**src/rtl/pixel_pair_streamer_pkg.sv**
```systemverilog
// Shared types for the pixel pair streamer: pixel/opcode widths and the stream FSM states.
package pixel_pair_streamer_pkg;

   localparam int pixelWidth  = 24;
   localparam int opCodeWidth = 4;

   typedef logic [pixelWidth-1:0]  pixel_t;
   typedef logic [opCodeWidth-1:0] opcode_t;

   typedef enum logic [2:0] {
      IDLE,
      RD_A,
      RD_B,
      CAP_B,
      SEND,
      DONE
   } streamState_t;

endpackage

```
**src/rtl/pixel_pair_streamer.sv**
```systemverilog
// Reads matching pixels from two images in frame memory and streams them as
// (pixelA, pixelB) pairs with the frame's opcode and user operand over valid/ready.
module pixel_pair_streamer
   import pixel_pair_streamer_pkg::*;
#(
   parameter int PIXEL_W = pixelWidth,
   parameter int OP_W    = opCodeWidth,
   parameter int ADDR_W  = 16,
   parameter int CNT_W   = 16
) (
   input  logic               clk,
   input  logic               rst,
   input  logic               start,
   input  logic [ADDR_W-1:0]  base_a,
   input  logic [ADDR_W-1:0]  base_b,
   input  logic [CNT_W-1:0]   pix_count,
   input  logic [OP_W-1:0]    opcode_in,
   input  logic [PIXEL_W-1:0] user_in,
   output logic               busy,
   output logic               done,
   output logic               mem_rd_en,
   output logic [ADDR_W-1:0]  mem_addr,
   input  logic [PIXEL_W-1:0] mem_rd_data,
   output logic               out_valid,
   input  logic               out_ready,
   output logic [PIXEL_W-1:0] out_pixel_a,
   output logic [PIXEL_W-1:0] out_pixel_b,
   output logic [OP_W-1:0]    out_opcode,
   output logic [PIXEL_W-1:0] out_user,
   output logic               out_last
);

   streamState_t      stateReg, stateNext;
   logic [CNT_W-1:0]  idxReg;
   logic [CNT_W-1:0]  countReg;
   logic [ADDR_W-1:0] baseAReg;
   logic [ADDR_W-1:0] baseBReg;
   logic [ADDR_W-1:0] idxAddr;
   logic              lastBeat;

   // Address sums are truncated to ADDR_W so image reads wrap around memory.
   assign idxAddr  = ADDR_W'(idxReg);
   assign lastBeat = (idxReg == countReg - CNT_W'(1));

   always_ff @(posedge clk) begin
      if (rst) begin
         stateReg    <= IDLE;
         idxReg      <= '0;
         countReg    <= '0;
         baseAReg    <= '0;
         baseBReg    <= '0;
         out_pixel_a <= '0;
         out_pixel_b <= '0;
         out_opcode  <= '0;
         out_user    <= '0;
      end else begin
         stateReg <= stateNext;
         case (stateReg)
            IDLE: begin
               if (start) begin
                  baseAReg   <= base_a;
                  baseBReg   <= base_b;
                  countReg   <= pix_count;
                  out_opcode <= opcode_in;
                  out_user   <= user_in;
                  idxReg     <= '0;
               end
            end
            RD_B:  out_pixel_a <= mem_rd_data;
            CAP_B: out_pixel_b <= mem_rd_data;
            SEND: begin
               if (out_ready) begin
                  idxReg <= idxReg + CNT_W'(1);
               end
            end
            default: ;
         endcase
      end
   end

   always_comb begin
      stateNext = stateReg;
      busy      = (stateReg != IDLE);
      done      = 1'b0;
      mem_rd_en = 1'b0;
      mem_addr  = '0;
      out_valid = 1'b0;
      out_last  = 1'b0;
      case (stateReg)
         IDLE: begin
            if (start) begin
               stateNext = (pix_count == '0) ? DONE : RD_A;
            end
         end
         RD_A: begin
            mem_rd_en = 1'b1;
            mem_addr  = baseAReg + idxAddr;
            stateNext = RD_B;
         end
         RD_B: begin
            mem_rd_en = 1'b1;
            mem_addr  = baseBReg + idxAddr;
            stateNext = CAP_B;
         end
         CAP_B: stateNext = SEND;
         SEND: begin
            // Pair registers are untouched here, so the beat holds until accepted.
            out_valid = 1'b1;
            out_last  = lastBeat;
            if (out_ready) begin
               stateNext = lastBeat ? DONE : RD_A;
            end
         end
         DONE: begin
            done      = 1'b1;
            stateNext = IDLE;
         end
         default: stateNext = IDLE;
      endcase
   end

endmodule

```
**config.mk**
```make
export PLATFORM = sky130hd
export DESIGN_NAME = pixel_pair_streamer
export DESIGN_NICKNAME = d
export VERILOG_FILES = /design/src/rtl/pixel_pair_streamer_pkg.sv /design/src/rtl/pixel_pair_streamer.sv
export SDC_FILE = /design/constraint.sdc
export NUM_CORES = 1
export LEC_CHECK = 0
export CAP_MARGIN = 40
export CORE_MARGIN = 5
export CORE_UTILIZATION = 48
export CTS_CLUSTER_DIAMETER = 100
export DETAILED_ROUTE_END_ITERATION = 10
export GPL_TIMING_DRIVEN = 0
export PLACE_DENSITY_LB_ADDON = 0.12
export SETUP_SLACK_MARGIN = 0.2
export SLEW_MARGIN = 20
export SYNTH_ARGS = -nofsm -noshare
export SYNTH_HDL_FRONTEND = slang
export SYNTH_SLANG_ARGS = --single-unit
```
**constraint.sdc**
```tcl
create_clock -name clk -period 4 [get_ports clk]
set_input_delay 0.6 -clock clk [delete_from_list [all_inputs] [get_ports clk]]
set_output_delay 0.6 -clock clk [all_outputs]
set_load 0.05 [all_outputs]
```
**After elaboration in Yosys (flattened, before gate mapping)**

Index checks and enable logic that the tools add are counted.
Widths: inputs -> output; s select.

- Bits in registers: 143
- Bits of input ports: 104
- Output and inout bits: 97
- Logic and storage cells: 42

- Add/sub/neg operators: 4
- Equality and inequality tests: 8
- Multiplexer cells: 13
- Reduce and logical (&&, ||, !) cells: 8

Operators with widths:

| operator | number |
|---|---|
| $pmux 16 s2 | 2 |
| $add 16x16->16 | 2 |
| $mux 16 | 2 |
| $add 16x1->16 const B | 1 |
| $eq 16x16->1 | 1 |
| $logic_not 16->1 | 1 |
| $sub 16x1->16 const B | 1 |
| $pmux 3 s5 | 1 |
| $mux 3 | 4 |
| $eq 3x2->1 const B | 2 |
| $eq 3x3->1 const B | 2 |
| $mux 1 | 4 |
| $ne 2x2->1 const B | 2 |
| $reduce_and 2->1 | 2 |
| $eq 3x1->1 const B | 1 |
| $logic_not 3->1 | 1 |
| $reduce_and 3->1 | 1 |
| $reduce_bool 3->1 | 1 |
| $reduce_bool 2->1 | 1 |
| $reduce_or 2->1 | 1 |

**Longest topological paths before layout**

Gate-level depths: netlist of the first run.

- Depth after elaboration: 5
- Mapped depth: 16
- Mapped depth without buffers: 12

**Worst setup path after synthesis of the first run**

OpenSTA, ideal clock, no wires.

- Path kind: reg2out
- Start: register stateReg[1]
- End: output port mem_addr[8]
- Arrival time: 4034 ps
- Data required time: 3400 ps
- Path slack: -634 ps
- Stages on the path, launching flop included: 16
- Buffers on the path: 3
- Cells stage by stage: dfxtp_1 clkbuf_1 nor3b_1 clkbuf_1 clkbuf_1 nand2_1 nand2_1 ha_1 inv_1 fa_1 nor2b_1 o2111ai_1 a21boi_0 o21a_1 nor3_1 nor3_1

- Longest elaborated chain between the ends: 2
- Elaborated cells on any way between the ends: 3
- Those cells by class: eq/ne: 2; mux: 1

RTL lines:

| item | line | text |
|---|---|---|
| start, declared | pixel_pair_streamer.sv:33 | `streamState_t stateReg, stateNext;` |
| start signal, assigned | pixel_pair_streamer.sv:57 | `stateReg <= stateNext;` |
| $eq 3x2->1 or $eq 3x1->1 (tied branches) | pixel_pair_streamer.sv:89 | `case (stateReg)` |
| $pmux 16 s2 (*) | pixel_pair_streamer.sv:89 |  |
| end, declared | pixel_pair_streamer.sv:22 | `output logic [ADDR_W-1:0] mem_addr,` |

Every way passes the cells marked *; elsewhere a longest branch is shown, timed or not.

**Worst setup path after layout of the first run**

- Start: register stateReg[2]
- End: output port mem_addr[12]

The elaborated chain is that of the path after synthesis.

==> metrics.md, run 1 <==
| Metric | Value |
|---|---|
| Area leader, netlist | `dfxtp_1` |
| Starting density of the core | `0.488` |
| CTS max path bufs | `2` |
| Proportion of register bits with asynchronous set or reset after synthesis | `0` |
| Number of flip-flops and latches in the synthesized netlist | `about 140` |
| Global-route usage over all layers | `0.268` |
| Total Wirelength | `22,900 µm` |
| First DRT Iteration DRCs | `520` |
| Unrepaired setup endpoints after global routing | `true` |
| Post-place instance area | `between 9000 and 10,000 µm²` |
| Final setup skew | `between 0.006 and 0.007 ns` |
| Most frequent cell after synthesis | `nand2_1` |
| Worst voltage drop across the vdd grid | `around 0.00033 V` |
| Worst reg2reg path depth | `9` |
| Global placement routability congestion | `0.943` |
| Number of search-and-repair iterations in the first detailed-routing pass | `5` |
| Global route total overflow | `0` |
| Final-report hold violation count | `0` |
| Final HPWL from detailed placement | `15,700 µm` |
| IO Pins | `201` |
| Violations in the final reports | `negative setup slack` |
| Number of distinct standard cells referenced by the synthesized netlist | `53` |
| Antenna violations before repair | `0` |
| Crit Path Class | `flop to primary output` |
| Number of enable flip-flop cells after synthesis | `0` |
| Layout Area Growth over Synthesis | `54.6%` |
| Hold path depth | `2` |
| Gate count of the mapped netlist | `~900` |
| # DRC | `0` |
| CTS tree | `yes` |
| Fmax | `~0.25 GHz` |
| Via count of the first global-routing pass | `around 7,100` |
| Master cell of the clock root buffer | `clkbuf_16` |
| Headroom to the max-slew limit | `0.526` |
| Slack of the critical path | `-0.0547 ns` |
| Share of the synthesized area in the top cell type | `0.424` |
| Top post-synthesis cells by count | `nand2_1 (309), dfxtp_1 (143), a21oi_1 (139), clkbuf_1 (47), nor2_1 (43)` |
| Count of pins over their slew limit | `0` |
| Overall Power | `between 4 and 5 mW` |
| Vias per inst | `between 5 and 6` |
| Final std cell area, no fill | `about 10,000 µm²` |
| Outcome | `complete, but fails checks` |
| Die width | `between 100 and 150 µm` |
| # diodes | `0` |
| Total number of placement rows | `43` |
| DRT antenna net count | `0` |
| Pleak | `3.88 nW` |
| Core area | `~14,000 µm²` |
| Fraction of final layout cells sized beyond drive strength 1 | `0.146` |
| Average instance area after synthesis | `7.47 µm²` |
| Register area share after synthesis | `0.424` |
| TritonCTS Buffers | `17` |
| Most instantiated flip-flop cell in the synthesis netlist | `dfxtp_1` |
| Syn_nets | `a little over 1,000` |
| Wire length of the first global-routing pass | `roughly 35,000 µm` |
| Largest net degree at the start of global routing | `17` |
| Critical Path Sink Type | `primary output` |
| Clk sinks | `~140` |
| Routed length per instance | `17.0 µm` |
| Vias | `just over 7,000` |
| Clock slew seen by the registers of the worst setup and hold paths | `about 0.070 ns` |
| Endpoint arrival time on the critical path | `3.45 ns` |
| H-tree depth | `4` |
| Warning count from the yosys run | `0` |
| Fraction of the cycle the final worst path needs | `1.01` |
| Post-layout nets | `1,278` |
| Area of the die | `16,500 µm²` |
| Crit start category | `flop` |
| Total power per unit cell area | `approximately 400 nW/µm²` |
| Actual transition at the worst max-transition pin | `0.711 ns` |
| Number of max-capacitance violations reported | `0` |
| Leading cell types by total area after synthesis | `dfxtp_1 (42%), nand2_1 (17%), a21oi_1 (10%)` |
| Die Y | `roughly 130 µm` |
| Final setup viols | `5` |
| Final period demand of the worst path | `4.05 ns` |
| Count of input and output buffers | `200` |
| Worst hold path class | `flop to flop` |
| Count of hold-fix buffers inserted at cts | `0` |
| Mapped Area | `6750 µm²` |
| Data required time of the worst path | `about 3.4 ns` |
| Worst-Skew Late Latency | `between 0.4 and 0.5 ns` |
| Worst-path fanout max | `4` |
==> power breakdown <==
group | switching, mW | internal [mW] | leakage [nW]
registers | 0.0589 | 1.51 | 1.17
clock network | 0.655 | 0.881 | 0.275
logic | 0.662 | 0.449 | 2.44
total | 1.38 | 2.84 | 3.88
==> layer usage <==
metal	vias up	GRT usage	share of wire
li1	3524	-	-
met1	3334	0.303	0.39
met2	277	0.462	0.50
met3	51	0.101	0.087
met4	0	0.101	0.028
met5	-	0	0
==> logic make-up (layout without fill, tap and decap cells) <==
kind of cell | after synthesis | after routing | synth area share
mux | 6 | 6 | 0.00890
buf+inv | 69 | 334 | 0.0399
fa+ha+maj | 18 | 18 | 0.0345
compound gates | 185 | 185 | 0.155
xor+xnor | 44 | 44 | 0.0571
flops | 143 | 143 | 0.424
simple gates | 438 | 438 | 0.281
==> cells in the final DEF, fill, tap and decap left out, types with 8 or more instances in the layout <==
cell type        count
buf_4               31
buf_6               14
xor2_1              18
ha_4                12
nor2_1              40
inv_1               10
nor3_1              12
clkbuf_16           18
nand3_1             10
nand4_1              8
nand2_4              8
a21oi_1            134
dfxtp_1            140
nand2_2             11
nand2_1            290
clkbuf_1            38
xnor2_1             24
clkdlybuf4s50_1    184
==> layout make-up <==
cell class	instances	area, µm²
sequential	143	2870
clock inverter	13	131
fill	1043	3400
buffer	57	330
clock buffer	18	439
tap	180	225
timing repair buffer	235	2310
inverter	11	41.3
multi-input combinational	691	4080
==> worst max-delay path, stage by stage (launching register included) <==
cell	delay, ns
dfxtp_2	0.32
buf_8	0.12
or3b_4	0.40
buf_8	0.14
clkbuf_16	0.15
buf_12	0.12
nand2_4	0.07
nand2_4	0.05
ha_4	0.16
inv_2	0.05
fa_2	0.23
nor2b_4	0.06
o2111ai_2	0.25
nand2_2	0.13
a32oi_4	0.26
a21oi_2	0.12
mux2i_4	0.21
buf_6	0.18
==> flip-flops by register name, indices dropped and copies added, names as in the netlist <==
name and flops:
baseAReg 16, baseBReg 16, countReg 16, idxAddr 16, out_opcode 4, out_pixel_a 24, out_pixel_b 24, out_user 24
stateReg 3
==> worst paths after layout <==
kind | startpoint | end | slack [ns]
max | stateReg[2] | mem_addr[12] | -0.05
min | out_pixel_a[10] | out_pixel_a[10] | 0.45
max reg2reg | stateReg[2] | countReg[0] | 1.23
min reg2reg | out_pixel_a[10] | out_pixel_a[10] | 0.45
==> through the flow <==
| stage | instances | hold WS (ns) | util | worst slack, ns | TNS (ns) |
|---|---|---|---|---|---|
| after detailed placement | 1283 | 0.446 | 0.654 | -1.00 | -7.93 |
| final | 1348 | 0.453 | 0.754 | -0.0547 | -0.202 |
| after global placement | 1283 | 0.440 | 0.654 | -0.951 | -7.50 |
| after CTS | 1338 | 0.454 | 0.740 | -0.0738 | -0.170 |
| after floorplan | 903 | 0.436 | - | 0.198 | 0 |
| after global routing | 1348 | 0.468 | 0.754 | -0.119 | -0.575 |
==> what timing repair did <==
item / CTS / global route
setup buffers: 24 / 10
cloned: 1 / 0
pin swaps: 37 / 35
endpoints found under the setup margin: 17 / 16
resized for setup: 173 / 42
(Power assumes the default switching activity.)
==> run 2: changes to the inputs <==
--- a/config.mk
+++ b/config.mk
@@ -11,8 +11,10 @@
 export CTS_CLUSTER_DIAMETER = 100
 export DETAILED_ROUTE_END_ITERATION = 10
 export GPL_TIMING_DRIVEN = 0
+export MAX_ROUTING_LAYER = met4
 export PLACE_DENSITY_LB_ADDON = 0.12
 export SETUP_SLACK_MARGIN = 0.2
+export SKIP_LAST_GASP = 1
 export SLEW_MARGIN = 20
 export SYNTH_ARGS = -nofsm -noshare
 export SYNTH_HDL_FRONTEND = slang
==> run 2 against run 1 <==
Against the previous run:
- sequential cell count unchanged
- critical path depth stayed put
- fmax rose by 0.17%
- first-iteration DRC count rose by 11%
- global-route usage increased by 0.80 points
- clock power about the same
- register-to-register slack better by 0.02 ns
- final area unchanged
- non-clock buffer count is the same
- the run still ends with negative setup slack left
- worst setup slack better by 0.0071 ns
==> metrics.md, run 2 (synthesis gave the netlist of run 1 again) <==
| Metric | Value |
|---|---|
| Outcome | `complete, but fails checks` |
| Violations in the final reports | `negative setup slack` |
| Clk sinks | `143 (unchanged)` |
| Number of search-and-repair iterations in the first detailed-routing pass | `6 (+1)` |
| Number of max-capacitance violations reported | `0 (unchanged)` |
| Worst-path fanout max | `4 (unchanged)` |
| Number of non-filler instances in the completed layout | `1,348 (unchanged)` |
| Reg area | `2870 µm² (unchanged)` |
| CP max stage cell | `or3b_4` |
| Count of placed standard cells including taps | `1,283 (unchanged)` |
| Psw | `1.38 mW (about the same)` |
| Unrepaired setup endpoints after global routing | `true` |
| First DRT Iteration DRCs | `576 (+11%)` |
| Overall Power | `4.22 mW (about the same)` |
| Fraction of the cycle the final worst path needs | `1.01 (-0.00177)` |
| Global placement routability congestion | `0.960 (+1.8%)` |
| Worst-case setup slack after placement | `-1.00 ns (unchanged)` |
| Via count of the first global-routing pass | `7,075 (+0.14%)` |
| Total Negative Setup Slacks | `-0.145 ns (+0.0566 ns)` |
| Int Pwr | `2.84 mW (about the same)` |
| Cell-by-cell listing of the critical path | `buf_8, or3b_4, buf_8, clkbuf_16, buf_12, nand2_4, nand2_4, ha_4, inv_2, fa_2, nor2b_4, o2111ai_2, nand2_2, a32oi_4, a21oi_2, mux2i_4, buf_6` |
| Wire length of the first global-routing pass | `34,900 µm (-0.41%)` |
| Count of hold-fix buffers inserted at cts | `0 (unchanged)` |
| Data required time of the worst path | `3.40 ns (about the same)` |
| Count of pins over their slew limit | `0 (unchanged)` |
| Vias per inst | `5.34 (+0.17%)` |
| Total Wirelength | `22,900 µm (about the same)` |
| # diodes | `0 (unchanged)` |
| Multi-input gate area | `4080 µm² (unchanged)` |
| CTS tree | `yes` |
| Crit Path Class | `flop to primary output` |
| Antenna violations before repair | `0 (unchanged)` |
| Pleak | `3.88 nW (unchanged)` |
| Global-route usage over all layers | `0.276 (+0.00800)` |
| Core area | `13,800 µm² (unchanged)` |
| Die width | `129 µm (unchanged)` |
| Slack of the critical path | `-0.0477 ns (+0.00707 ns)` |
| Hold slack final | `0.453 ns (-0.000200 ns)` |
| Crit start category | `flop` |
| Combined buffer and inverter count along the critical path | `6 (unchanged)` |
| Combinational cell fraction of total power | `0.263 (about the same)` |
| Master cell of the clock root buffer | `clkbuf_16` |
| H-tree depth | `4 (unchanged)` |
| Worst-Skew Late Latency | `0.43 ns (about the same)` |
| Final period demand of the worst path | `4.05 ns (-0.00707 ns)` |
| Count of input and output buffers | `200 (unchanged)` |
| Fmax | `0.247 GHz (+0.17%)` |
| Worst hold path class | `flop to flop` |
| Final HPWL from detailed placement | `15,700 µm (unchanged)` |
| Sequential Power Share | `0.373 (about the same)` |
| Area of the die | `16,500 µm² (unchanged)` |
| Die Y | `129 µm (unchanged)` |
| IO Pins | `201 (unchanged)` |
| # DRC | `0 (unchanged)` |
| Starting density of the core | `0.488 (unchanged)` |
| Total number of placement rows | `43 (unchanged)` |
| Global route total overflow | `0 (unchanged)` |
| Kind of cell adding the most delay to the critical path | `buffers and inverters` |
| Largest stage delay on the critical path | `0.40 ns (about the same)` |
| Routed length per instance | `17.0 µm (about the same)` |
| Vias | `7,198 (+0.17%)` |
| Switch share | `0.326 (about the same)` |
| Largest registers | `out_pixel_a: 24 flops, out_pixel_b: 24 flops, out_user: 24 flops` |
| Post-layout nets | `1,278 (unchanged)` |
| Leading cell type in the layout, fill and taps excluded | `nand2_1` |
| Post-place instance area | `9050 µm² (unchanged)` |
| Final-report hold violation count | `0 (unchanged)` |
| TritonCTS Buffers | `17 (unchanged)` |
| Clock slew seen by the registers of the worst setup and hold paths | `0.06 ns (about the same)` |
| Final setup viols | `5 (unchanged)` |
| DRT antenna net count | `0 (unchanged)` |
| Number of filler instances in the final layout | `1,043 (unchanged)` |
| Final setup skew | `0.00633 ns (-0.000578 ns)` |
| Largest net degree at the start of global routing | `17 (unchanged)` |
| Actual transition at the worst max-transition pin | `0.732 ns (+0.0202 ns)` |
| Finished Core Util | `0.754 (unchanged)` |
| Critical Path Sink Type | `primary output` |
| Most frequent cells in the layout | `nand2_1 (290), clkdlybuf4s50_1 (184), dfxtp_1 (140), a21oi_1 (134), nor2_1 (40)` |
| Fraction of final layout cells sized beyond drive strength 1 | `0.146 (unchanged)` |
| Endpoint arrival time on the critical path | `3.45 ns (about the same)` |
| Clock share of power | `0.364 (about the same)` |
| Layout Area Growth over Synthesis | `54.6% (unchanged)` |
| Worst voltage drop across the vdd grid | `0.000339 V (+1.9%)` |
| Total power per unit cell area | `405 nW/µm² (about the same)` |
| CTS max path bufs | `2 (unchanged)` |
| Final std cell area, no fill | `10,400 µm² (unchanged)` |
| Headroom to the max-slew limit | `0.512 (-0.0135)` |
run 2: timing repair:
item                       4_1_cts  5_1_grt
gates resized for setup        173       42
buffers inserted                24       10
gates cloned                     1        0
pin swaps                       37       35
setup endpoints to repair       17       16
run 2: power by group through the flow:
stage          Combinational, mW  Sequential, mW  Clock [mW]
2_1_floorplan              0.462            1.75           0
3_3_place_gp               0.966            1.60           0
3_5_place_dp               0.973            1.60           0
4_1_cts                     1.07            1.57        1.55
5_1_grt                     1.19            1.58        1.61
6_report                    1.11            1.57        1.54
run 2: worst reg2reg max path: stages (launching register included):
cell	delay, ns
dfxtp_2	0.32
buf_8	0.12
buf_4	0.13
buf_4	0.15
or3_1	0.41
nor2_1	0.27
clkbuf_1	0.48
buf_1	0.51
nand2_1	0.14
a21oi_1	0.15
run 2: path summary, 6_finish.rpt:
path | from | end | slack (ns) | cells after the start
hold / removal | out_pixel_b[19] | out_pixel_b[19] | 0.45 | 2
setup / recovery | stateReg[2] | mem_addr[12] | -0.05 | 17
setup reg to reg | stateReg[2] | countReg[0] | 1.25 | 9
hold reg to reg | out_pixel_b[19] | out_pixel_b[19] | 0.45 | 2
run 2: routing by layer:
layer	global-route usage	wire length [µm]	vias to the layer above
met5	-	0	-
met4	0.104	743	0
met3	0.0805	1820	68
met2	0.465	11300	270
met1	0.312	8990	3336
li1	-	-	3524
run 2: layout make-up:
cell class,instances,share of cell area
Multi-Input combinational cell,691,0.391
Timing Repair Buffer,235,0.222
Tap cell,180,0.0216
Clock inverter,13,0.0126
Sequential cell,143,0.275
Inverter,11,0.00396
Buffer,57,0.0317
Clock buffer,18,0.0421
==> run 3: changes to the inputs <==
--- a/config.mk
+++ b/config.mk
@@ -5,9 +5,10 @@
 export SDC_FILE = /design/constraint.sdc
 export NUM_CORES = 1
 export LEC_CHECK = 0
+export ABC_CLOCK_PERIOD_IN_PS = 4800
 export CAP_MARGIN = 40
 export CORE_MARGIN = 5
-export CORE_UTILIZATION = 48
+export CORE_UTILIZATION = 50
 export CTS_CLUSTER_DIAMETER = 100
 export DETAILED_ROUTE_END_ITERATION = 10
 export GPL_TIMING_DRIVEN = 0
==> constraint.sdc (replaced) <==
create_clock -name clk -period 4.8 [get_ports clk]
set_input_delay 0.72 -clock clk [delete_from_list [all_inputs] [get_ports clk]]
set_output_delay 0.72 -clock clk [all_outputs]
set_load 0.05 [all_outputs]
==> run 3 against run 2 <==
Against the previous run:
- the run now ends clean
- clock skew up 0.0020 ns
- final area down 8.2%
- register-to-register slack better by 0.93 ns
- power down 21%
- critical path type unchanged
- critical endpoint is now mem_addr[1]
==> metrics.md, run 3 (synthesis gave the netlist of run 1 again) <==
| Metric | Value |
|---|---|
| Die width | `126 µm (-1.9%)` |
| Antenna violations before repair | `0 (unchanged)` |
| CTS tree | `yes` |
| Most frequent cells in the layout | `nand2_1 (308), clkdlybuf4s50_1 (187), dfxtp_1 (142), a21oi_1 (139), nor2_1 (43)` |
| Crit Path Class | `flop to primary output` |
| Vias | `6,840 (-5.0%)` |
| Pleak | `3.64 nW (-6.4%)` |
| Master cell of the clock root buffer | `clkbuf_16` |
| Final HPWL from detailed placement | `15,600 µm (-0.45%)` |
| Worst-Skew Late Latency | `0.42 ns (about the same)` |
| Clock slew seen by the registers of the worst setup and hold paths | `0.06 ns (about the same)` |
| Total number of placement rows | `42 (-2.3%)` |
| Number of max-capacitance violations reported | `0 (unchanged)` |
| Vias per inst | `5.22 (-2.3%)` |
| Core area | `13,200 µm² (-4.2%)` |
| TritonCTS Buffers | `17 (unchanged)` |
| # DRC | `0 (unchanged)` |
| Global placement routability congestion | `0.966 (+0.63%)` |
| Worst hold path class | `flop to flop` |
| Routed length per instance | `15.6 µm (-7.7%)` |
| Layout Area Growth over Synthesis | `42.0%` |
| Die Y | `126 µm (-1.9%)` |
| Largest net degree at the start of global routing | `17 (unchanged)` |
| Fraction of the cycle the final worst path needs | `0.923` |
| Final setup viols | `0 (-5)` |
| Area of the die | `15,900 µm² (-3.7%)` |
| Critical Path Sink Type | `primary output` |
| Unrepaired setup endpoints after global routing | `true` |
| Largest registers | `out_pixel_a: 24 flops, out_pixel_b: 24 flops, out_user: 24 flops` |
| Count of pins over their slew limit | `0 (unchanged)` |
| Clk sinks | `143 (unchanged)` |
| Count of hold-fix buffers inserted at cts | `0 (unchanged)` |
| Via count of the first global-routing pass | `6,569 (-7.2%)` |
| Psw | `1.08 mW (-22%)` |
| Actual transition at the worst max-transition pin | `0.636 ns (-0.0957 ns)` |
| Starting density of the core | `0.509 (+0.0215)` |
| Slack of the critical path | `0.368 ns (+0.416 ns)` |
| Clock share of power | `0.361 (-0.003)` |
| IO Pins | `201 (unchanged)` |
| Fmax | `between 0.2 and 0.25 GHz` |
| Final period demand of the worst path | `between 4 and 5 ns` |
| Outcome | `finished, final reports clean` |
| Switch share | `0.325 (-0.00177)` |
| CTS max path bufs | `2 (unchanged)` |
| Fraction of final layout cells sized beyond drive strength 1 | `0.0634 (-0.0830)` |
| Final setup skew | `0.00836 ns (+0.00202 ns)` |
| Int Pwr | `2.24 mW (-21%)` |
| Final-report hold violation count | `0 (unchanged)` |
| Global-route usage over all layers | `0.262 (-0.0139)` |
| Post-layout nets | `1,245 (-2.6%)` |
| Combinational cell fraction of total power | `0.245 (-0.018)` |
| DRT antenna net count | `0 (unchanged)` |
| Sequential Power Share | `0.394 (+0.021)` |
| # diodes | `0 (unchanged)` |
| First DRT Iteration DRCs | `631 (+9.5%)` |
| Global route total overflow | `0 (unchanged)` |
| Crit start category | `flop` |
| Wire length of the first global-routing pass | `32,600 µm (-6.5%)` |
| H-tree depth | `4 (unchanged)` |
| Number of search-and-repair iterations in the first detailed-routing pass | `5 (-1)` |
| Data required time of the worst path | `4.08 ns (+0.68 ns)` |
| Total power per unit cell area | `347 nW/µm² (-14%)` |
| Headroom to the max-slew limit | `0.572 (+0.0599)` |
| Endpoint arrival time on the critical path | `3.71 ns (+0.26 ns)` |
| Total Wirelength | `20,500 µm (-10%)` |
| Count of input and output buffers | `200 (unchanged)` |
| Worst-path fanout max | `10 (+6)` |
| Worst-case setup slack after placement | `-0.757 ns (+0.246 ns)` |
| Finished Core Util | `0.723 (-0.0312)` |
| Worst voltage drop across the vdd grid | `0.000332 V (-2.1%)` |
| Leading cell type in the layout, fill and taps excluded | `nand2_1` |
==> run 3: cell count changes in the layout (fill, tap and decap cells not counted), sizes merged, moves of 2 or more <==
cell           previous run  this run
clkbuf                   61        65
clkinvlp                  2         4
buf                      63        21
clkdlybuf4s50           184       187
dlygate4sd2               0         3
==> run 3: cell type report <==
type                            count  area [µm²]
Clock buffer                       19         443
Sequential cell                   143        2860
Multi-Input combinational cell    691        3660
Buffer                             58         280
Tap cell                          176         220
Timing Repair Buffer              201        1980
Clock inverter                     12        88.8
Fill cell                        1146        3670
Inverter                           11        41.3
==> run 3: per-stage QoR <==
stage,TNS [ns],instances,total power [mW],hold WS [ns],cell area [µm²]
floorplan,0,903,1.83,0.436,6750
CTS,0,1310,3.33,0.454,9540
global placement,-3.65,1279,2.12,0.440,8970
finish,0,1311,3.32,0.451,9580
detailed placement,-4.24,1279,2.13,0.446,8970
global route,0,1311,3.46,0.471,9580
==> run 3: timing repair <==
action                                  4_1_cts  5_1_grt
resized for setup                            52       32
buffers inserted                              0        1
pin swaps                                     0        2
gates cloned                                  0        0
endpoints found under the setup margin       15       15
==> run 3: metal layers <==
layer  share of wire  global-route usage  up-vias
met5               0                   -        -
li1                -                   -     3465
met2            0.49               0.441      233
met3           0.089              0.0919       31
met4           0.014              0.0669        0
met1            0.40               0.300     3111
==> run 3: path summary, 6_finish.rpt <==
kind | end | slack, ns | cells past startpoint | start
worst min register to register | out_pixel_b[3] | 0.45 | 2 | out_pixel_b[3]
worst max-delay path | mem_addr[1] | 0.37 | 12 | stateReg[2]
worst max register to register | stateReg[2] | 2.18 | 9 | countReg[0]
worst min-delay path | out_pixel_b[3] | 0.45 | 2 | out_pixel_b[3]
==> run 3: worst max-delay path: stages (launching register included) <==
cell             delay, ns
dfxtp_1               0.30
clkbuf_4              0.17
or3b_2                0.47
clkbuf_2              0.16
clkbuf_8              0.18
buf_6                 0.15
nand2_1               0.07
nand2_1               0.07
ha_2                  0.19
inv_1                 0.07
fa_2                  0.43
nor2_1                0.18
clkdlybuf4s50_1       0.85
==> run 3: power groups by stage <==
stage | combinational (mW) | sequential [mW] | clock (mW)
after floorplan | 0.375 | 1.46 | 0
after global placement | 0.791 | 1.33 | 0
after detailed placement | 0.799 | 1.33 | 0
after CTS | 0.810 | 1.31 | 1.22
after global routing | 0.879 | 1.32 | 1.27
final | 0.813 | 1.31 | 1.20
